--- src/rtl/hazard_pkg.sv ---
// Shared definitions for the hazard control unit: FSM state encoding and load-use detection.
// Also used by hazard assertions and the bench.
package hazard_pkg;

    localparam logic ST_RUN   = 1'b0;
    localparam logic ST_FLUSH = 1'b1;

    typedef enum logic {
        StRun   = ST_RUN,
        StFlush = ST_FLUSH
    } hazard_state_e;

    // x0 is never a real producer, so a load targeting it cannot create a dependency.
    function automatic logic load_use_detect(
        input logic       mem_read_ex,
        input logic [4:0] rd_ex,
        input logic       uses_rs1_id,
        input logic [4:0] rs1_id,
        input logic       uses_rs2_id,
        input logic [4:0] rs2_id
    );
        return mem_read_ex && (rd_ex != 5'd0) &&
               ((uses_rs1_id && (rs1_id == rd_ex)) || (uses_rs2_id && (rs2_id == rd_ex)));
    endfunction

endpackage

--- src/rtl/hazard_perf_counter.sv ---
// Saturating event counter with asynchronous active-high reset.
module hazard_perf_counter #(
    parameter int unsigned CNT_W = 32
) (
    input  logic             clk,
    input  logic             rst,
    input  logic             inc,
    output logic [CNT_W-1:0] count
);

    logic [CNT_W-1:0] count_q, count_d;

    always_comb begin
        count_d = count_q;
        if (inc && (count_q != {CNT_W{1'b1}})) begin
            count_d = count_q + CNT_W'(1);
        end
    end

    always_ff @(posedge clk or posedge rst) begin
        if (rst) begin
            count_q <= '0;
        end else begin
            count_q <= count_d;
        end
    end

    assign count = count_q;

endmodule

--- src/rtl/hazard_ctrl_unit.sv ---
// Pipeline stall/flush controller: load-use stalls, mispredict flush sequencing, memory freeze.
// Optional perf counters are built only when HAZARD_PERF_EN is defined.
module hazard_ctrl_unit
    import hazard_pkg::*;
#(
    parameter int unsigned FLUSH_CYCLES = 1,
    parameter int unsigned CNT_W        = 32
) (
    input  logic             clk,
    input  logic             rst,
    input  logic [4:0]       rs1_id,
    input  logic [4:0]       rs2_id,
    input  logic             uses_rs1_id,
    input  logic             uses_rs2_id,
    input  logic [4:0]       rd_ex,
    input  logic             mem_read_ex,
    input  logic             mispredict_ex,
    input  logic             mem_busy,
    output logic             pc_en,
    output logic             pc_redirect,
    output logic             if_id_en,
    output logic             if_id_flush,
    output logic             id_ex_en,
    output logic             id_ex_flush,
    output logic             ex_mem_en,
    output logic [CNT_W-1:0] perf_loaduse,
    output logic [CNT_W-1:0] perf_flush,
    output logic [CNT_W-1:0] perf_freeze
);

    localparam int unsigned FlushCntW = $clog2(FLUSH_CYCLES) + 1;

    hazard_state_e        state_q, state_d;
    logic [FlushCntW-1:0] flush_cnt_q, flush_cnt_d;
    logic                 load_use;

    assign load_use = load_use_detect(mem_read_ex, rd_ex, uses_rs1_id, rs1_id,
                                      uses_rs2_id, rs2_id);

    always_comb begin
        state_d     = state_q;
        flush_cnt_d = flush_cnt_q;
        pc_en       = 1'b1;
        pc_redirect = 1'b0;
        if_id_en    = 1'b1;
        if_id_flush = 1'b0;
        id_ex_en    = 1'b1;
        id_ex_flush = 1'b0;
        ex_mem_en   = 1'b1;

        if (mem_busy) begin
            pc_en     = 1'b0;
            if_id_en  = 1'b0;
            id_ex_en  = 1'b0;
            ex_mem_en = 1'b0;
        end else begin
            unique case (state_q)
                StRun: begin
                    if (mispredict_ex) begin
                        // A same-cycle load-use belongs to the wrong path and is dropped.
                        pc_redirect = 1'b1;
                        if_id_flush = 1'b1;
                        id_ex_flush = 1'b1;
                        if (FLUSH_CYCLES > 1) begin
                            state_d     = StFlush;
                            flush_cnt_d = FlushCntW'(FLUSH_CYCLES - 1);
                        end
                    end else if (load_use) begin
                        pc_en       = 1'b0;
                        if_id_en    = 1'b0;
                        id_ex_flush = 1'b1;
                    end
                end
                StFlush: begin
                    if_id_flush = 1'b1;
                    id_ex_flush = 1'b1;
                    flush_cnt_d = flush_cnt_q - FlushCntW'(1);
                    if (flush_cnt_q == FlushCntW'(1)) begin
                        state_d = StRun;
                    end
                end
                default: begin
                    state_d = StRun;
                end
            endcase
        end
    end

    always_ff @(posedge clk or posedge rst) begin
        if (rst) begin
            state_q     <= StRun;
            flush_cnt_q <= '0;
        end else begin
            state_q     <= state_d;
            flush_cnt_q <= flush_cnt_d;
        end
    end

`ifdef HAZARD_PERF_EN
    logic ev_loaduse, ev_flush;

    assign ev_loaduse = !mem_busy && (state_q == StRun) && !mispredict_ex && load_use;
    assign ev_flush   = !mem_busy && (state_q == StRun) && mispredict_ex;

    hazard_perf_counter #(.CNT_W(CNT_W)) u_perf_loaduse (
        .clk   (clk),
        .rst   (rst),
        .inc   (ev_loaduse),
        .count (perf_loaduse)
    );

    hazard_perf_counter #(.CNT_W(CNT_W)) u_perf_flush (
        .clk   (clk),
        .rst   (rst),
        .inc   (ev_flush),
        .count (perf_flush)
    );

    hazard_perf_counter #(.CNT_W(CNT_W)) u_perf_freeze (
        .clk   (clk),
        .rst   (rst),
        .inc   (mem_busy),
        .count (perf_freeze)
    );
`else
    assign perf_loaduse = '0;
    assign perf_flush   = '0;
    assign perf_freeze  = '0;
`endif

endmodule
--- config.mk ---
export PLATFORM = sky130hd
export DESIGN_NAME = hazard_ctrl_unit
export DESIGN_NICKNAME = d
export VERILOG_FILES = /design/src/rtl/hazard_pkg.sv /design/src/rtl/hazard_perf_counter.sv /design/src/rtl/hazard_ctrl_unit.sv
export SDC_FILE = /design/constraint.sdc
export NUM_CORES = 1
export LEC_CHECK = 0
export ABC_CLOCK_PERIOD_IN_PS = 1900
export BUFFER_PORTS_ARGS = -buffer_cell sky130_fd_sc_hd__buf_4
export CORE_ASPECT_RATIO = 0.7
export CORE_UTILIZATION = 36
export CTS_BUF_LIST = sky130_fd_sc_hd__clkbuf_2 sky130_fd_sc_hd__clkbuf_4 sky130_fd_sc_hd__clkbuf_8
export DETAILED_ROUTE_END_ITERATION = 10
export PLACE_DENSITY = 0.89
export REMOVE_ABC_BUFFERS = 1
export SYNTH_ARGS = -nofsm -noshare
export SYNTH_HDL_FRONTEND = slang
export SYNTH_HIERARCHICAL = 1
export SYNTH_SLANG_ARGS = --single-unit
--- constraint.sdc ---
create_clock -name clk -period 1.9 [get_ports clk]
set_input_delay 0.19 -clock clk [delete_from_list [all_inputs] [get_ports clk]]
set_output_delay 0.19 -clock clk [all_outputs]
set_load 0.005 [all_outputs]
==> results_tabular.tex, run 1 <==
\begin{tabular}{lr}
\hline
Metric & Value \\
\hline
\multicolumn{2}{l}{\textbf{Die}} \\
Die outline width & 64.4 um \\
Initial Utilization & 0.391 \\
Core Box Area & 0.00251 mm2 \\
I/O pin total & 125 \\
Vertical die dimension & 45.7 um \\
Number of rows in the core area & 15 \\
Die Footprint & 0.00294 mm2 \\
\multicolumn{2}{l}{\textbf{Drt}} \\
Avg Vias per Cell & 2.89 \\
Post-detailed-route count of antenna-violating nets & 0 \\
DRC violation count after routing & 0 \\
Number of search-and-repair iterations in the first detailed-routing pass & 4 \\
Detailed router's first-iteration violation count & 1 \\
Vias post-DR & 558 \\
Routed length per placed instance & 6.54 um \\
Total Wirelength & 1.26 mm \\
\multicolumn{2}{l}{\textbf{Global routing}} \\
Pin count of the biggest net entering global routing & 6 \\
Aggregate global-route resource usage & 0.0721 \\
Via count of the first global-routing pass & 392 \\
Met3 demand-to-capacity share in global routing & 0.0225 \\
Met1 track utilization from global routing & 0.0652 \\
Wire length of the first global-routing pass & 1.58 mm \\
Layer with the highest usage after global routing & met2 \\
Overflow after GRT & 0 \\
Met2 GRT Util & 0.147 \\
Number of antenna violations at the first check in global routing & 0 \\
\multicolumn{2}{l}{\textbf{Final layout}} \\
Number of filler instances in the final layout & 296 \\
Number of nets in the final layout & 183 \\
Signed area change from the synthesized netlist to the final layout & -7.64\% \\
Post-layout util & 0.361 \\
Ant. Diodes & 0 \\
Fraction of layout instances using a drive strength above 1 & 0.201 \\
\multicolumn{2}{l}{\textbf{Run}} \\
Maxcap violations & 0 \\
\multicolumn{2}{l}{\textbf{Timing}} \\
Final clock period utilization by the worst path & 0.836 \\
WHS & 349 ps \\
Setup\_tns & 0 ps \\
RSZ-0062 raised after global routing & false \\
Clock period minus worst slack & 1590 ps \\
Count of pins over their slew limit & 0 \\
Hold Fails Final Rpt & 0 \\
Maximum clock frequency & 0.630 GHz \\
Total setup violations reported at the end of the flow & 0 \\
Worst Clk Skew & 0.616 ps \\
\multicolumn{2}{l}{\textbf{Synth}} \\
Sequential-to-total area share from yosys stat & 0.0510 \\
Library cell with the largest summed area after synthesis & buf\_4 \\
Synthesis warning total & 6 \\
Area share of the largest cell type after synthesis & 0.749 \\
Post-Synthesis Cells & 130 \\
Main area contributors after synthesis & buf\_4 75\%, xnor2\_1 9.8\%, dfrtp\_1 5.1\%, nor2\_1 1.5\%, nand4\_1 1.3\% \\
Synth cell types & 15 \\
Avg Synthesized Cell Area & 7.56 um2 \\
Total of flip-flops plus latches after synthesis & 2 \\
Post-synthesis instance area & 982 um2 \\
\multicolumn{2}{l}{\textbf{Clock tree}} \\
Clock tree from TritonCTS & done \\
CTS resizes & 0 \\
Post-cts hold buffer count & 1 \\
Maximum clock insertion buffer count & 2 \\
Clock transition at the registers of the reported paths & 30 ps \\
Clock latency reported for the late side of the worst-skew pair & 200 ps \\
Number of buffers inserted by post-CTS setup repair & 0 \\
Number of clock sinks seen by CTS & 2 \\
Number of buffers added by the clock tree synthesis step & 3 \\
Number of levels in the clock H-tree & 1 \\
Clock root cell & clkbuf\_8 \\
\multicolumn{2}{l}{\textbf{Power and ir drop}} \\
Sequential fraction of design power & 0.126 \\
Combinational Power Share & 0.397 \\
Internal power component & 234 uW \\
Power density relative to cell area & 375 mW/mm2 \\
Worst IR Drop VDD & 0.119 mV \\
Static power due to leakage & 0.000567 uW \\
Power share of the clock group & 0.477 \\
Switching power of the nets & 106 uW \\
Switching portion of total power & 0.312 \\
\multicolumn{2}{l}{\textbf{Placement}} \\
Final weighted congestion in routability-driven placement & 0.700 \\
Number of input and output port buffers inserted & 28 \\
Dpl hpwl & 1.19 mm \\
\multicolumn{2}{l}{\textbf{Critical path}} \\
Arrival time of the worst setup path & 1400 ps \\
Data required time of the worst path & 1710 ps \\
Crit path launch type & input port \\
Max Fanout on Critical Path & 3 \\
Type of the worst setup path & input port to output pin \\
Capturing element type of the critical path & output pin \\
\multicolumn{2}{l}{\textbf{Min path}} \\
Classification of the worst-slack hold path & input port to register \\
\multicolumn{2}{l}{\textbf{Run status}} \\
Status & complete, no violations \\
\hline
\end{tabular}
## flip-flops by register name, indices dropped and copies added (netlist names)
| signal | count |
|---|---|
| state_q | 1 |
| flush_cnt_q | 1 |
## power by group through the flow
stage / clock network, uW / logic, uW / registers (uW)
finish: 162 / 135 / 43.0
detailed placement: 0 / 129 / 43.4
global placement: 0 / 128 / 43.4
floorplan: 0 / 72.8 / 43.4
CTS: 165 / 131 / 43.0
global route: 172 / 156 / 42.9
## placed cells by master, fill, tap and decap left out
cell type	Yosys	layout
or4_1	1	1
o21ai_2	1	1
o22ai_1	1	1
nand4_1	2	2
nor2_1	4	4
a21oi_1	1	1
inv_1	2	2
a21boi_0	1	1
clkbuf_8	0	3
nor3b_1	1	1
a21o_1	1	1
dlygate4sd3_1	0	1
conb_1	1	96
nand2_1	3	3
dfrtp_1	2	2
xnor2_1	11	11
buf_4	98	28
## area by class of cell
class                           count  area, um2  share of cell area
Multi-Input combinational cell    123        546               0.601
Timing Repair Buffer               29        220               0.243
Sequential cell                     2       50.0              0.0552
Tap cell                           34       42.5              0.0469
Inverter                            2       7.51             0.00828
Clock buffer                        3       41.3              0.0455
## worst max-delay path, stage by stage
cell     delay, ps
buf_4          120
or4_1          540
o21ai_2        150
nor2_1          60
a21oi_1        200
buf_4          140
## worst paths after layout
path / start / endpoint / slack (ps) / depth (start not counted)
hold / removal: mem_busy / flush_cnt_q / 350 / 4
hold reg to reg: flush_cnt_q / flush_cnt_q / 470 / 1
min in group asynchronous: rst / flush_cnt_q / 410 / 3
setup / recovery: rd_ex[0] / if_id_en / 310 / 6
setup reg to reg: state_q / flush_cnt_q / 1220 / 2
max in group asynchronous: rst / state_q / 1390 / 3
## cells in the mapped netlist
library cell	count
a21boi_0	1
a21o_1	1
a21oi_1	1
buf_4	98
conb_1	1
dfrtp_1	2
inv_1	2
nand2_1	3
nand4_1	2
nor2_1	4
nor3b_1	1
o21ai_2	1
o22ai_1	1
or4_1	1
xnor2_1	11
## stage by stage
stage | total power, uW | instance area [um2] | setup WS [ps] | cells
5_1_grt | 371 | 907 | 290 | 193
6_report | 340 | 907 | 311 | 193
3_5_place_dp | 173 | 856 | 317 | 189
4_1_cts | 339 | 907 | 312 | 193
2_1_floorplan | 116 | 603 | 578 | 127
3_3_place_gp | 172 | 856 | 328 | 189
## layer usage
layer	vias up	wire length, um
met5	-	0
met4	0	17
met3	2	107
met2	40	759
met1	251	378
li1	265	-
## cell families (layout without fill, tap and decap cells)
kind of cell,Yosys count,count (layout),share of synthesized area
flip-flops,2,2,0.0510
XOR/XNOR,11,11,0.0981
other,1,96,0.00382
buffers and inverters,100,34,0.757
AO/OA/AOI/OAI,5,5,0.0357
AND/OR/NAND/NOR,11,11,0.0548
Note: power is estimated with default switching activity, not from simulation.
==> run 2, diff against run 1 <==
--- a/config.mk
+++ b/config.mk
@@ -5,13 +5,13 @@
 export SDC_FILE = /design/constraint.sdc
 export NUM_CORES = 1
 export LEC_CHECK = 0
-export ABC_CLOCK_PERIOD_IN_PS = 1900
+export ABC_CLOCK_PERIOD_IN_PS = 1300
 export BUFFER_PORTS_ARGS = -buffer_cell sky130_fd_sc_hd__buf_4
 export CORE_ASPECT_RATIO = 0.7
-export CORE_UTILIZATION = 36
+export CORE_UTILIZATION = 30
 export CTS_BUF_LIST = sky130_fd_sc_hd__clkbuf_2 sky130_fd_sc_hd__clkbuf_4 sky130_fd_sc_hd__clkbuf_8
 export DETAILED_ROUTE_END_ITERATION = 10
-export PLACE_DENSITY = 0.89
+export PLACE_DENSITY = 0.79
 export REMOVE_ABC_BUFFERS = 1
 export SYNTH_ARGS = -nofsm -noshare
 export SYNTH_HDL_FRONTEND = slang
==> constraint.sdc (replaced) <==
create_clock -name clk -period 1.3 [get_ports clk]
set_input_delay 0.13 -clock clk [delete_from_list [all_inputs] [get_ports clk]]
set_output_delay 0.13 -clock clk [all_outputs]
set_load 0.005 [all_outputs]
==> run 2 against run 1 <==
The run now ends with setup timing left. Critical path depth unchanged. Register-to-register slack worse by 610 ps. Worst hold slack worse by 52 ps. Final area up 8.1%. Clock skew about the same. Worst setup slack worse by 390 ps. Sequential share of layout area down 0.42 points. Global-route usage up 0.058 points. Flip-flop and latch count unchanged. Combinational power up 64%. Largest cell class unchanged.
==> results_tabular.tex, run 2 (synthesis gave the netlist of run 1 again) <==
\begin{tabular}{lr}
\hline
Metric & Value \\
\hline
\multicolumn{2}{l}{\textbf{Global routing}} \\
Overflow after GRT & 0 (unchanged) \\
Wire length of the first global-routing pass & 1.88 mm (+19\%) \\
Number of antenna violations at the first check in global routing & 0 (unchanged) \\
Via count of the first global-routing pass & 420 (+7.1\%) \\
Pin count of the biggest net entering global routing & 6 (unchanged) \\
Aggregate global-route resource usage & 0.0727 (+0.000580) \\
\multicolumn{2}{l}{\textbf{Timing}} \\
Maximum clock frequency & 0.723 GHz \\
RSZ-0062 raised after global routing & true \\
Count of pins over their slew limit & 0 (unchanged) \\
Worst Setup Slack, final & -83.2 ps (-395 ps) \\
WHS & 296 ps (-52.4 ps) \\
Final clock period utilization by the worst path & 1.06 \\
Total setup violations reported at the end of the flow & 3 (+3) \\
Worst Clk Skew & 0.816 ps (+0.200 ps) \\
Clock period minus worst slack & 1380 ps \\
Hold Fails Final Rpt & 0 (unchanged) \\
\multicolumn{2}{l}{\textbf{Placement}} \\
Number of cells in the design after placement & 195 (+3.2\%) \\
Final weighted congestion in routability-driven placement & 0.790 (+13\%) \\
Dpl hpwl & 1.28 mm (+7.7\%) \\
Number of input and output port buffers inserted & 28 (unchanged) \\
\multicolumn{2}{l}{\textbf{Die}} \\
Vertical die dimension & 49.9 um (+9.1\%) \\
Core Box Area & 0.00294 mm2 (+17\%) \\
Initial Utilization & 0.334 (-0.0568) \\
Number of rows in the core area & 16 (+1) \\
I/O pin total & 125 (unchanged) \\
Die outline width & 70.4 um (+9.3\%) \\
Die Footprint & 0.00351 mm2 (+19\%) \\
\multicolumn{2}{l}{\textbf{Critical path}} \\
Buf+Inv Stages, Crit Path & 2 (unchanged) \\
Standard cell with the maximum stage delay on the critical path & or4\_4 \\
Start of the worst register-to-register path & state\_q \\
Critical path's top delay family & simple AND/OR/NAND/NOR gates \\
Max Fanout on Critical Path & 2 (-1) \\
Data required time of the worst path & 1170 ps (-540 ps) \\
Critical path origin & rd\_ex[0] \\
Arrival time of the worst setup path & 1250 ps (-150 ps) \\
Slowest cell delay on critical path & 540 ps (about the same) \\
Most Frequent Cell on Critical Path & buf\_6 \\
Crit path launch type & input port \\
Sequence of cells on the critical path & buf\_6 > or4\_4 > o21ai\_4 > nor2\_1 > a21o\_1 > buf\_6 \\
Capturing element type of the critical path & output pin \\
Type of the worst setup path & input port to output pin \\
\multicolumn{2}{l}{\textbf{Drt}} \\
Detailed router's first-iteration violation count & 2 (+1) \\
Total met2 wirelength after detailed routing & 900 um (+19\%) \\
DRC violation count after routing & 0 (unchanged) \\
Met3 routed wirelength & 77 um (-28\%) \\
Detailed-route wire length on metal 1 & 439 um (+16\%) \\
Routed length per placed instance & 7.25 um (+11\%) \\
Avg Vias per Cell & 2.83 (-2.0\%) \\
Vias post-DR & 564 (+1.1\%) \\
Number of search-and-repair iterations in the first detailed-routing pass & 2 (-2) \\
Total Wirelength & 1.44 mm (+14\%) \\
Highest signal layer in the routed design & met4 \\
Post-detailed-route count of antenna-violating nets & 0 (unchanged) \\
\multicolumn{2}{l}{\textbf{Final layout}} \\
Commonest non-fill, non-tap cell in the layout & conb\_1 \\
Signed area change from the synthesized netlist to the final layout & -0.127\% \\
Cell Count, Final, Fillers Out & 199 (+3.1\%) \\
Number of nets in the final layout & 187 (+2.2\%) \\
Number of filler instances in the final layout & 329 (+11\%) \\
Ant. Diodes & 0 (unchanged) \\
Fraction of layout instances using a drive strength above 1 & 0.252 (+0.0503) \\
Most frequent cells in the layout & 96 x conb\_1, 28 x buf\_4, 11 x xnor2\_1 \\
Largest registers in the final layout & flush\_cnt\_q: 1 flops, state\_q: 1 flops \\
\multicolumn{2}{l}{\textbf{Power and ir drop}} \\
Power density relative to cell area & 533 mW/mm2 (+42\%) \\
Static power due to leakage & 0.000594 uW (+4.8\%) \\
Worst IR Drop VDD & 0.272 mV (+130\%) \\
\multicolumn{2}{l}{\textbf{Min path}} \\
Classification of the worst-slack hold path & input port to register \\
Startpoint of the lowest-slack hold path & mem\_busy \\
\multicolumn{2}{l}{\textbf{Clock tree}} \\
Clock transition at the registers of the reported paths & 30 ps (about the same) \\
Number of buffers added by the clock tree synthesis step & 3 (unchanged) \\
Clock latency reported for the late side of the worst-skew pair & 210 ps (about the same) \\
Maximum clock insertion buffer count & 2 (unchanged) \\
Clock root cell & clkbuf\_8 \\
Number of buffers inserted by post-CTS setup repair & 0 (unchanged) \\
Number of clock sinks seen by CTS & 2 (unchanged) \\
Number of levels in the clock H-tree & 1 (unchanged) \\
Clock tree from TritonCTS & done \\
\multicolumn{2}{l}{\textbf{Run status}} \\
Status & finished with violations \\
Failing checks & setup timing \\
\multicolumn{2}{l}{\textbf{Run}} \\
Maxcap violations & 0 (unchanged) \\
\hline
\end{tabular}
[run 2: repair_timing]
| item | 4_1_cts | 5_1_grt |
|---|---|---|
| gates resized for setup | 6 | 4 |
| hold buffers | 1 | 0 |
| hold endpoints to repair | 2 | 0 |
| pin swaps | 6 | 4 |
| endpoints found under the setup margin | 3 | 3 |
[run 2: worst min-delay path, stage by stage]
cell	delay, ps
buf_4	110
inv_1	70
nand2_1	80
xnor2_1	60
[run 2: power breakdown]
group | internal (uW) | switching (uW) | total [uW]
logic | 99.2 | 122 | 221
registers | 62.8 | 0 | 62.8
clock network | 195 | 43.1 | 238
total | 357 | 165 | 522
[run 2: worst paths after layout]
kind / to / slack (ps) / cells past startpoint
worst max-delay path: id_ex_flush / -80 / 6
worst min-delay path: flush_cnt_q / 300 / 4
worst max register to register: flush_cnt_q / 610 / 2
worst min register to register: flush_cnt_q / 460 / 1
max in group asynchronous: state_q / 840 / 3
min in group asynchronous: flush_cnt_q / 350 / 3
[run 2: metal layers]
metal,up-vias,global-route usage
li1,275,-
met2,36,0.127
met4,0,0.0600
met3,2,0.0184
met5,-,0
met1,251,0.0735
[run 2: final cells by class]
class | instances | area [um2] | share of cell area
multi-input cells | 123 | 572 | 0.583
clock buffers | 3 | 41.3 | 0.0421
inverters | 2 | 7.51 | 0.00765
flip-flops and latches | 2 | 50.0 | 0.0510
well taps | 36 | 45.0 | 0.0459
repair buffers | 33 | 265 | 0.270
[run 2: per-stage QoR]
stage	total power (uW)	util	TNS (ps)	setup WS (ps)	instance area, um2
3_3_place_gp	261	0.302	-576	-222	888
2_1_floorplan	170	-	0	98.5	603
3_5_place_dp	263	0.302	-521	-190	888
4_1_cts	518	0.328	-354	-124	966
6_report	522	0.333	-241	-83.2	981
5_1_grt	570	0.333	-372	-128	981
